File: config.mk
export PLATFORM = sky130hd
export DESIGN_NAME = mem_port_arbiter
export DESIGN_NICKNAME = d
export VERILOG_FILES = /design/src/rtl/mem_port_arbiter.sv
export SDC_FILE = /design/constraint.sdc
export NUM_CORES = 1
export LEC_CHECK = 0
export CORE_AREA = 2 2 107 109
export CTS_BUF_LIST = sky130_fd_sc_hd__clkbuf_8
export CTS_CLUSTER_DIAMETER = 120
export DETAILED_ROUTE_END_ITERATION = 10
export DIE_AREA = 0 0 109 111
export DONT_BUFFER_PORTS = 1
export PLACE_DENSITY = 0.53
export SLEW_MARGIN = 15
export SYNTH_ARGS = -nofsm -noshare
export SYNTH_HDL_FRONTEND = slang
export SYNTH_SLANG_ARGS = --single-unit
File: constraint.sdc
create_clock -name clk -period 2.8 [get_ports clk]
set_input_delay 0.42 -clock clk [delete_from_list [all_inputs] [get_ports clk]]
set_output_delay 0.42 -clock clk [all_outputs]
set_load 0.005 [all_outputs]
File: src/rtl/mem_port_arbiter.sv
// Shares one memory port between instruction fetch and load/store traffic.
// Data has priority; a starvation counter forces a fetch grant after a bounded data run.
module mem_port_arbiter #(
   parameter int ADDR_W     = 32,
   parameter int DATA_W     = 32,
   parameter int STARVE_LIM = 4
) (
   input  logic                clk,
   input  logic                rst,
   input  logic                if_req,
   input  logic [ADDR_W-1:0]   if_addr,
   output logic                if_gnt,
   output logic                if_rvalid,
   output logic [DATA_W-1:0]   if_rdata,
   input  logic                d_req,
   input  logic                d_we,
   input  logic [DATA_W/8-1:0] d_be,
   input  logic [ADDR_W-1:0]   d_addr,
   input  logic [DATA_W-1:0]   d_wdata,
   output logic                d_gnt,
   output logic                d_rvalid,
   output logic [DATA_W-1:0]   d_rdata,
   output logic                mem_req,
   output logic                mem_we,
   output logic [DATA_W/8-1:0] mem_be,
   output logic [ADDR_W-1:0]   mem_addr,
   output logic [DATA_W-1:0]   mem_wdata,
   input  logic                mem_gnt,
   input  logic                mem_rvalid,
   input  logic [DATA_W-1:0]   mem_rdata,
   output logic                busy
);

   localparam int CNT_W = $clog2(STARVE_LIM + 1);
   localparam logic [CNT_W-1:0] LIM = CNT_W'(STARVE_LIM);

   typedef enum logic [1:0] {IDLE, REQ, RESP} state_t;
   typedef enum logic {FETCH, DATA} owner_t;

   state_t           state, state_nxt;
   owner_t           owner;
   logic [CNT_W-1:0] starve_cnt;
   logic             starved, pick_f, pick_d;

   // Grants are gated by rst so nothing leaks out while reset is held.
   assign starved = (starve_cnt == LIM) && if_req;
   assign pick_d  = !rst && (state == IDLE) && d_req && !starved;
   assign pick_f  = !rst && (state == IDLE) && if_req && !pick_d;

   always_comb begin
      state_nxt = state;
      if_gnt    = pick_f;
      d_gnt     = pick_d;
      mem_req   = (state == REQ);
      if_rvalid = 1'b0;
      d_rvalid  = 1'b0;
      busy      = (state != IDLE);
      case (state)
         IDLE: if (pick_f || pick_d) state_nxt = REQ;
         REQ:  if (mem_gnt) state_nxt = RESP;
         RESP: if (mem_rvalid) begin
            state_nxt = IDLE;
            if_rvalid = (owner == FETCH);
            d_rvalid  = (owner == DATA);
         end
         default: state_nxt = IDLE;
      endcase
   end

   assign if_rdata = mem_rdata;
   assign d_rdata  = mem_rdata;

   always_ff @(posedge clk or posedge rst) begin
      if (rst) begin
         state      <= IDLE;
         owner      <= FETCH;
         starve_cnt <= '0;
         mem_we     <= 1'b0;
         mem_be     <= '0;
         mem_addr   <= '0;
         mem_wdata  <= '0;
      end else begin
         state <= state_nxt;
         if (pick_f) begin
            owner      <= FETCH;
            starve_cnt <= '0;
            mem_we     <= 1'b0;
            mem_be     <= '1;
            mem_addr   <= if_addr;
            mem_wdata  <= '0;
         end else if (pick_d) begin
            owner     <= DATA;
            mem_we    <= d_we;
            mem_be    <= d_be;
            mem_addr  <= d_addr;
            mem_wdata <= d_wdata;
            // Count only data wins that actually held off a waiting fetch.
            if (!if_req)            starve_cnt <= '0;
            else if (starve_cnt != LIM) starve_cnt <= starve_cnt + CNT_W'(1);
         end
      end
   end

endmodule

==> flow_summary.ini <==
[floorplan]
placementRows = 39
die_h_um = 111
dieWidth_um = 109
initial_utilization_pct = 32.6
core_area_um2 = 11100
pin_count = 278
dieArea_um2 = 12100

[layout]
final_common_cell = dfrtp_1
final_cell_mix = 75 x dfrtp_1, 33 x a22o_1, 32 x a21boi_0
final_nets = 372
syn_to_final_growth_pct = -2.84
diodes = 0
drive_gt1_share_pct = 15.3
layout.cells.non_filler = 379

[clocking]
cts_tree = yes
root_buffer = clkbuf_8
postCtsSetupBuffers = 0
cts_max_path_buffers = 2
path_clk_slew_ns = 0.07
cts.sinks = 75
cts_buffers = 9
clk_latency_ns = 0.35
htreeDepth = 3

[sta]
worst_pin_slew_ns = 0.741
timing.setup.tns_ns = 0
hold_viol = 0
relSlewSlack_pct = 50.6
rsz0062_at_grt = no
clock.fmax_mhz = 444
layout_setup_ws_ns = 0.548
timing.hold.ws_ns = 0.183
worst_clock_skew_ns = 0.00750
period_needed_ns = 2.25
finalCritPeriodShare_pct = 80.4
drv_slew = 0
setup_viol = 0

[drt]
dr.pass1.iters = 5
drtIter0Drc = 112
post_drt_via_cell_ratio = 5.61
ant_nets = 0
wirelength_mm = 8.66
post-route-drc-count = 0
vias = 2128
routedWlPerCell_um = 22.8

[setup_path]
critPathCaptureType = primary output
slowest_stage = or4b_4
r2r_start = state[0]$_DFFE_PP0P_
cp_cell_sequence = or4b_4, a21oi_4
cp_data_required_time_ns = 2.38
cp_max_fo = 16
r2r_cells = 4
crit_type = flip-flop to primary output
crit_path_start_kind = flip-flop
critPathLaunch = state[0]$_DFFE_PP0P_
cpPeakStageDelay_ns = 0.58
cp_data_arrival_time_ns = 1.83

[place]
io_buffer_count = 0
pre_cts_slack_ns = 0.728
dp_hpwl_mm = 6.04
gp_congestion = 0.773
place_inst = 362

[hold_path]
whs_path_depth = 1
hp-class = input port to flip-flop
hold_start = mem_rvalid

[synth]
netlist_area_um2 = 3610
synth-seq-area-share_pct = 52.0
synthCells = 296
synth_top_area_cell = dfrtp_1
ys_types = 30
syn_area_per_cell_um2 = 12.2
yosysWarnings = 0
synth_top_family_by_area = compound AO/OA/AOI/OAI gates
synth_top_area_share_pct = 52.0
synthTopCellsByArea = dfrtp_1 52%, buf_4 14%, a22o_1 8.0%
synth_xor_area_share_pct = 0
yosys.area_share.simple_pct = 3.88
synth-async-reset-ratio_pct = 100
ys_seq_elements = 75
post_synth_fa_ha_maj_area_fraction_pct = 0.693
synth_mux_area_share_pct = 0
syn_nets = 437
synth-edff-count = 0
synth_compound_area_share_pct = 26.1
ys.flop_type = dfrtp_1

[grt]
grt_pass1_wl_mm = 13.2
top_usage_layer = met2
antenna_found_initial = 0
grt_pass1_vias = 2318
use_met2_pct = 22.3
met1_usage_pct = 17.6
grt_max_degree = 37
grtUsageMet3_pct = 5.53
track_usage_pct = 14.6
grt-ovfl-total = 0

[power]
seqPwrFrac_pct = 50.9
pwr-share-comb_pct = 24.1
peakVddDrop_v = 0.000321
intPower_mw = 2.71
swShare_pct = 32.6
p_sw_mw = 1.31
leakage_nw = 1.53
clockPowerShare_pct = 25.1
powerDensity_nw_per_um2 = 1150

[outcome]
status = finished clean

[job]
max-cap-violations = 0
-- cell families after synthesis --
logic type	Yosys count
compound gates	108
fa+ha+maj	2
buf+inv	91
flops	75
simple gates	20
-- synth_stat cells, drive strengths merged, types with 3 or more instances --
cell type	n
buf	77
o22ai	3
clkbuf	8
a21boi	32
nand2	8
o22a	4
a22o	33
a221o	32
dfrtp	75
inv	6
-- power groups by stage --
stage | Sequential (mW) | Clock, mW | Combinational, mW
3_3_place_gp | 2.07 | 0 | 0.935
5_1_grt | 2.11 | 1.09 | 1.09
2_1_floorplan | 1.91 | 0 | 0.902
4_1_cts | 2.06 | 1.04 | 0.984
6_report | 2.05 | 1.01 | 0.970
3_5_place_dp | 2.06 | 0 | 0.984
-- final timing paths --
check	slack [ns]	end
worst min-delay path	0.18	state[1]$_DFFE_PP0P_
worst min register to register	0.51	owner$_DFFE_PP0P_
max in group asynchronous	1.65	mem_addr[17]$_DFFE_PP0P_
worst max register to register	0.73	mem_addr[28]$_DFFE_PP0P_
worst max-delay path	0.55	if_gnt
min in group asynchronous	0.47	mem_wdata[10]$_DFFE_PP0P_
-- critical path, delay by kind of cell (launching register included) --
kind / cells / cell delay, ns
flip-flops: 1 / 0.45
AO/OA/AOI/OAI: 1 / 0.44
AND/OR/NAND/NOR: 1 / 0.58
-- timing repair --
| action | CTS | global route |
|---|---|---|
| hold endpoints to repair | 15 | 0 |
| hold buffers | 1 | 0 |
| resized for setup | 0 | 0 |
-- per-layer routing --
metal | wire length, µm | up-vias | share of wire (%)
met3 | 623 | 33 | 7.2
met5 | 0 | - | 0
met4 | 243 | 0 | 2.8
li1 | - | 904 | -
met2 | 4390 | 106 | 51
met1 | 3400 | 1085 | 39
-- area by class of cell --
class,instances,area (µm²)
flip-flops and latches,75,1880
multi-input cells,130,1110
clock inverters,7,116
well taps,143,179
clock buffers,9,124
fillers,1081,7570
repair buffers,9,82.6
inverters,6,23.8
-- through the flow --
step	util (%)	power [mW]	area, µm²
6_report	31.7	4.03	3510
2_1_floorplan	-	2.81	3610
3_5_place_dp	29.4	3.04	3260
5_1_grt	31.7	4.29	3510
3_3_place_gp	29.4	3.00	3260
4_1_cts	31.7	4.08	3510
-- flip-flops by register name, summed over array words and instances, names as in the netlist --
signal / cells
mem_addr: 32
mem_wdata: 32
mem_be: 4
starve_cnt: 3
state: 2
mem_we: 1
owner: 1
Power figures use the tool's default switching activity.
